### src/rtl/ucb_nib_rcv.sv
// ucb_nib_rcv: receive end of the 4-bit UCB downstream link.
// Nibbles arrive least-significant first and are assembled into a 64-bit
// header-only request or a 128-bit write request (header + data beat).
// A completed request goes to a single output register handed to local
// logic over valid/ack. If that register is occupied and not being acked,
// the request waits in the assembly register ("pend"). The IOB is
// back-pressured through a registered stall that mirrors output occupancy.
module ucb_nib_rcv #(
    parameter logic [3:0] WR_TYPE = 4'b0101
) (
    input  logic        jbus_gclk,
    input  logic        jbus_arst_l,
    input  logic        iob_ucb_vld,
    input  logic [3:0]  iob_ucb_data,
    output logic        ucb_iob_stall,
    output logic        req_vld,
    output logic [63:0] req_hdr,
    output logic [63:0] req_data,
    output logic        req_wr,
    input  logic        req_ack,
    output logic        proto_err
);

    localparam int NIB_TOTAL = 32;

    // Assembly state
    logic [127:0] asm_q, asm_d;
    logic [4:0]   cnt_q, cnt_d;
    logic         pend_q, pend_d;

    // Output register
    logic         vld_q, vld_d;
    logic [63:0]  hdr_q, hdr_d;
    logic [63:0]  data_q, data_d;
    logic         wr_q, wr_d;
    logic         stall_q, stall_d;
    logic         err_q, err_d;

    // Per-cycle decode
    logic         capture;
    logic         hdr_done;
    logic         full_done;
    logic         done;
    logic         ack_eff;
    logic         out_free;
    logic         load_out;
    logic         fill_wr;
    logic [127:0] asm_fill;

    // A nibble is accepted only when no completed packet is parked in the
    // assembly register; otherwise it would corrupt the pending packet.
    assign capture = iob_ucb_vld & ~pend_q;

    // Ack has no effect unless the output register actually holds a request.
    assign ack_eff = req_ack & vld_q;

    // The output register can take a new request this edge if it is empty
    // or its current contents are being consumed on this same edge.
    assign out_free = ~vld_q | ack_eff;

    // Assembly register with the current nibble merged into its slot. When
    // pend is set no nibble is merged, so this is simply the parked packet.
    for (genvar gi = 0; gi < NIB_TOTAL; gi++) begin : g_nib
        assign asm_fill[4*gi +: 4] = (capture && (cnt_q == 5'(gi)))
                                     ? iob_ucb_data
                                     : asm_q[4*gi +: 4];
    end

    // The packet type sits in nibble 0, which is already registered by the
    // time the 16th nibble arrives, so asm_q[3:0] is valid for the decision.
    assign hdr_done  = capture && (cnt_q == 5'd15) && (asm_q[3:0] != WR_TYPE);
    assign full_done = capture && (cnt_q == 5'd31);
    assign done      = hdr_done | full_done;

    // Type of whatever is in asm_fill: a fresh completion or the parked one.
    assign fill_wr = (asm_fill[3:0] == WR_TYPE);

    // Output load: either the parked packet moves on ack, or a packet that
    // completes this edge goes straight through when the register is free.
    assign load_out = (pend_q & ack_eff) | (done & out_free);

    // Next-state logic for assembly and output registers
    always_comb begin
        asm_d   = asm_fill;
        cnt_d   = cnt_q;
        pend_d  = pend_q;
        vld_d   = vld_q;
        hdr_d   = hdr_q;
        data_d  = data_q;
        wr_d    = wr_q;
        err_d   = err_q;

        if (done) begin
            cnt_d = 5'd0;
        end else if (capture) begin
            cnt_d = cnt_q + 5'd1;
        end

        if (pend_q && ack_eff) begin
            pend_d = 1'b0;
        end else if (done && !out_free) begin
            pend_d = 1'b1;
        end

        if (load_out) begin
            vld_d  = 1'b1;
            hdr_d  = asm_fill[63:0];
            wr_d   = fill_wr;
            data_d = fill_wr ? asm_fill[127:64] : 64'd0;
        end else if (ack_eff) begin
            vld_d  = 1'b0;
        end

        // Violation: IOB drove a nibble while a packet was parked.
        if (iob_ucb_vld && pend_q) begin
            err_d = 1'b1;
        end

        stall_d = vld_d;
    end

    // Assembly state registers
    always_ff @(posedge jbus_gclk or negedge jbus_arst_l) begin
        if (!jbus_arst_l) begin
            asm_q  <= '0;
            cnt_q  <= '0;
            pend_q <= 1'b0;
        end else begin
            asm_q  <= asm_d;
            cnt_q  <= cnt_d;
            pend_q <= pend_d;
        end
    end

    // Output, stall and error registers
    always_ff @(posedge jbus_gclk or negedge jbus_arst_l) begin
        if (!jbus_arst_l) begin
            vld_q   <= 1'b0;
            hdr_q   <= '0;
            data_q  <= '0;
            wr_q    <= 1'b0;
            stall_q <= 1'b0;
            err_q   <= 1'b0;
        end else begin
            vld_q   <= vld_d;
            hdr_q   <= hdr_d;
            data_q  <= data_d;
            wr_q    <= wr_d;
            stall_q <= stall_d;
            err_q   <= err_d;
        end
    end

    assign req_vld       = vld_q;
    assign req_hdr       = hdr_q;
    assign req_data      = data_q;
    assign req_wr        = wr_q;
    assign ucb_iob_stall = stall_q;
    assign proto_err     = err_q;

endmodule
### config.mk
export PLATFORM = sky130hd
export DESIGN_NAME = ucb_nib_rcv
export DESIGN_NICKNAME = d
export VERILOG_FILES = /design/src/rtl/ucb_nib_rcv.sv
export SDC_FILE = /design/constraint.sdc
export NUM_CORES = 1
export LEC_CHECK = 0
export CORE_ASPECT_RATIO = 1.2
export CORE_MARGIN = 2
export CORE_UTILIZATION = 35
export CTS_CLUSTER_DIAMETER = 60
export DETAILED_ROUTE_END_ITERATION = 8
export PLACE_DENSITY_LB_ADDON = 0.25
export SYNTH_ARGS = -nofsm -noshare
export SYNTH_HDL_FRONTEND = slang
export SYNTH_SLANG_ARGS = --single-unit
### constraint.sdc
create_clock -name jbus_gclk -period 5.94 [get_ports jbus_gclk]
set_input_delay 1.188 -clock jbus_gclk [delete_from_list [all_inputs] [get_ports jbus_gclk]]
set_output_delay 1.188 -clock jbus_gclk [all_outputs]
set_load 0.1 [all_outputs]
After elaboration in Yosys (flattened, before gate mapping)
Cells that the tools add are included.
Word-level totals
  bits in registers: 265
  output and inout port bits: 132
Operators by class
  muxes and demuxes: 39
  bitwise operators: 9
  eq/ne operators: 33
  add/subtract/negate cells: 1
  reduce and logical (&&, ||, !) cells: 41
Operators with widths (number)
  4-bit 2-to-1 mux: 32
  5-bit == test (second input constant): 16
  64-bit 2-to-1 mux: 1
  5-bit by 4-bit == test with 1-bit output (second input constant): 8
  1-bit logical AND: 36
  5-bit by 3-bit == test with 1-bit output (second input constant): 4
  5-bit by 2-bit == test with 1-bit output (second input constant): 2
  5-bit 2-to-1 mux: 2
  2-bit nonzero test: 3
  5-bit by 1-bit adder with 5-bit output (second input constant): 1
  5-bit by 1-bit == test with 1-bit output (second input constant): 1
  5-bit zero test: 1
  1-bit bitwise AND: 4
  4-bit by 3-bit == test with 1-bit output (second input constant): 1
  1-bit 2-to-1 mux: 4
  4-bit by 3-bit inequality test with 1-bit output (second input constant): 1
  1-bit OR: 3
  1-bit inverter: 2
  1-bit zero test: 1

Longest topological paths before layout
  depth in word-level cells: 8
  gate-level depth with buffers: 11
  gate-level depth less buffers: 7

Worst setup path after synthesis
Ideal clock, no wire load.
  kind: register -> output
  start point: register stall_q (netlist: ucb_iob_stall)
  end point: output ucb_iob_stall
  arrival: 1.398 ns
  path slack: 3.354 ns
  required time: 4.752 ns
  stages on the path, launching flop included: 2
  path through: dfrtp_1 > buf_4
RTL lines
  start, declared: RTL line 36  | logic stall_q, stall_d;
  start signal, assigned: RTL line 149  | stall_q <= stall_d;
  end, declared: RTL line 15  | output logic ucb_iob_stall,
No word-level cell between the ends.

Final worst setup path
  start point: input iob_ucb_vld
  end point: register data_q[0] (netlist: req_data[0])
On the way
  word-level cells in the longest chain between the ends: 6
Ends and longest elaborated chain
  start, declared: RTL line 13  | input logic iob_ucb_vld,
  1-bit bitwise AND (*): RTL line 52  | assign capture = iob_ucb_vld & ~pend_q;
  1-bit logical AND (2 in a row): RTL line 71  | assign hdr_done = capture && (cnt_q == 5'd15) && (asm_q[3:0] != WR_TYPE);
  1-bit OR: RTL line 73  | assign done = hdr_done | full_done;
  1-bit bitwise AND: RTL line 80  | assign load_out = (pend_q & ack_eff) | (done & out_free);
  1-bit OR: RTL line 80
  end signal, assigned: RTL line 147  | data_q <= data_d;
  end, declared: RTL line 34  | logic [63:0] data_q, data_d;
Every way passes the cells marked *; elsewhere a longest branch is shown, timed or not.
A chain may end at the register's enable or synchronous reset.

==> results.yml <==
timing:
  min_period_ps: 3450
  hold_viol: 0
  rsz0062_at_grt: "false"
  fin_skew_ps: 14.0
  timing.fmax_mhz: 290
  drv_slew: 0
  finalCritPeriodShare_pct: 58.1
  tightest_slew_ps: 1120
  finalSetupViolCount: 0
  hold_ws_ps: 470
  slew_headroom_pct: 25.3
  worst_slack_ps: 2490
  totalNegativeSetupSlack_ps: 0
final_layout:
  area_growth_pct: 24.1
  fillers: 2800
  regArea_um2: 6630
  drive_gt1_share_pct: 26.0
  antennaDiodeCount: 0
  fin_nets: 933
  multi_input_area_um2: 3770
synth:
  avgSynthCellArea_um2: 13.8
  synth_edf_count: 0
  yosysMostFrequentCell: "dfrtp_1"
  synthMuxAreaShare_pct: 19.2
  yosys.area_share.simple_pct: 4.08
  synth_cells: 792
  synth.top_cells.by_count: "265 x dfrtp_1, 120 x mux2_2, 67 x inv_1"
  async_flop_share_pct: 100
  yosys_most_used_dff: "dfrtp_1"
  synth_area_leader_cell: "dfrtp_1"
  synth-seq-cells: 265
  synth-seq-area-share_pct: 60.7
  synth_fa_ha_area_share_pct: 0.688
  synthesis.nets: 806
  synth_area_um2: 10900
  yosys-top-cells-area: "dfrtp_1 61%, mux2_2 12%, mux2i_1 6.0%, o31ai_2 5.6%, o21ai_0 3.0%"
  synth_top_family_by_area: "multiplexers"
  synth_compound_area_share_pct: 10.2
  ys_types: 44
  synth_top_area_share_pct: 60.7
  synthXorXnorAreaFrac_pct: 0.160
  yosysWarnings: 0
power:
  ir_drop_mv: 0.394
  power_density_nw_per_um2: 515
  leakage_nw: 6.35
grt:
  overflow: 0
  globalRouteTotalUtil_pct: 15.4
  grt_max_degree: 121
  antenna_found_initial: 0
  grt_pass1_vias: 6741
  grt_pass1_wl_um: 39500
job:
  cap_viol_max_count: 0
critical_path:
  cp_max_fo: 30
  worstSetupEndpointType: "register"
  worstSetupPathType: "input port to register"
  start_kind: "input port"
  required_ps: 6300
  crit_arrival_ps: 3810
  r2r_slack_ps: 2880
placed_design:
  routabilityCongestion: 0.790
  place_ws_ps: 1970
  port_buffers: 139
  hpwl_um: 15000
clock_network:
  root_buffer: "clkbuf_16"
  htree_levels: 1
  post-cts-setup-buffer-count: 0
  cts_buffer_depth: 3
  cts_buffers: 28
  cts.sinks: 265
  cts_tree: "yes"
  clkTransAtPathRegs_ps: 60
  cts_resized: 0
  clk_latency_ps: 540
  cts_hold_buffers: 0
routing:
  wl_per_cell_um: 18.5
  drtAntennaViolNets: 0
  via_count: 6505
  drc: 0
  drt_wl_total_um: 24700
  post_drt_via_cell_ratio: 4.87
  drt_iter0_markers: 395
  first_pass_iters: 4
worst_hold_path:
  hold_path.class: "register to register"
floorplanning:
  rows: 70
  start_util_pct: 35.7
  die_w_um: 165
  die_area_um2: 32600
  coreArea_um2: 30600
  num_io_pins: 140
  die_height_um: 197
outcome:
  status: "completed"
## through the flow
stage / utilization, % / instances / power, mW / cell area, µm²
floorplan: - / 792 / 4.62 / 10900
global placement: 41.3 / 1285 / 5.23 / 12600
detailed placement: 41.3 / 1285 / 5.26 / 12600
CTS: 44.3 / 1335 / 7.06 / 13500
global route: 44.3 / 1335 / 7.33 / 13500
finish: 44.3 / 1335 / 6.98 / 13500
## power by group
part	internal, mW	switching [mW]
Clock	1.07	0.701
Combinational	0.730	1.89
Sequential	2.35	0.239
Total	4.15	2.83
## worst paths after layout
path / start / end / depth (start not counted)
min: proto_err / proto_err / 1
max: iob_ucb_vld / req_data[0] / 6
max reg2reg: cnt_q[2] / req_hdr[46] / 7
max in group asynchronous: jbus_arst_l / asm_q[66] / 2
min in group asynchronous: jbus_arst_l / asm_q[78] / 1
min reg2reg: proto_err / proto_err / 1
## worst max-delay path, stage by stage
cell             delay (ps)
clkdlybuf4s50_1         710
and4bb_2                440
nand2_1                 230
mux2i_4                 570
buf_4                   520
o31ai_1                 120
## kinds of logic after synthesis
kind of cell,after synthesis
AO/OA/AOI/OAI,139
XOR/XNOR,2
adder cells (fa/ha/maj),6
buffers and inverters,121
flip-flops,265
multiplexers,193
AND/OR/NAND/NOR,66
## routing by layer
metal	wire [µm]	global-route usage [%]
met5	0	0
met4	335	2.80
met3	1390	3.51
met2	11700	25.3
met1	11300	21.2
## cells in the final DEF, fill, tap and decap left out, types with 4 or more instances in the layout
master / n
buf_2: 4
buf_4: 12
clkbuf_1: 8
clkbuf_16: 29
clkbuf_8: 4
clkdlybuf4s50_1: 134
clkinv_2: 5
dfrtp_1: 265
ha_1: 6
inv_1: 67
mux2_1: 8
mux2_2: 120
mux2i_1: 64
nand2_1: 18
nor2_1: 12
nor2b_1: 6
o21ai_0: 66
o31ai_1: 16
o31ai_2: 49
## cell type report
type | count | area share [%]
inverter | 67 | 1.86
timing repair buffer | 151 | 10.8
clock inverter | 9 | 0.905
multi-input combinational | 406 | 27.8
clock buffer | 41 | 5.99
tap | 396 | 3.66
sequential | 265 | 49.0
## sequential cells by signal, summed over array words and instances, names as in the netlist
register / flops
req_wr: 1
pend_q: 1
ucb_iob_stall: 1
req_data: 64
req_hdr: 64
asm_q: 128
proto_err: 1
cnt_q: 5
(Power assumes the default switching activity.)
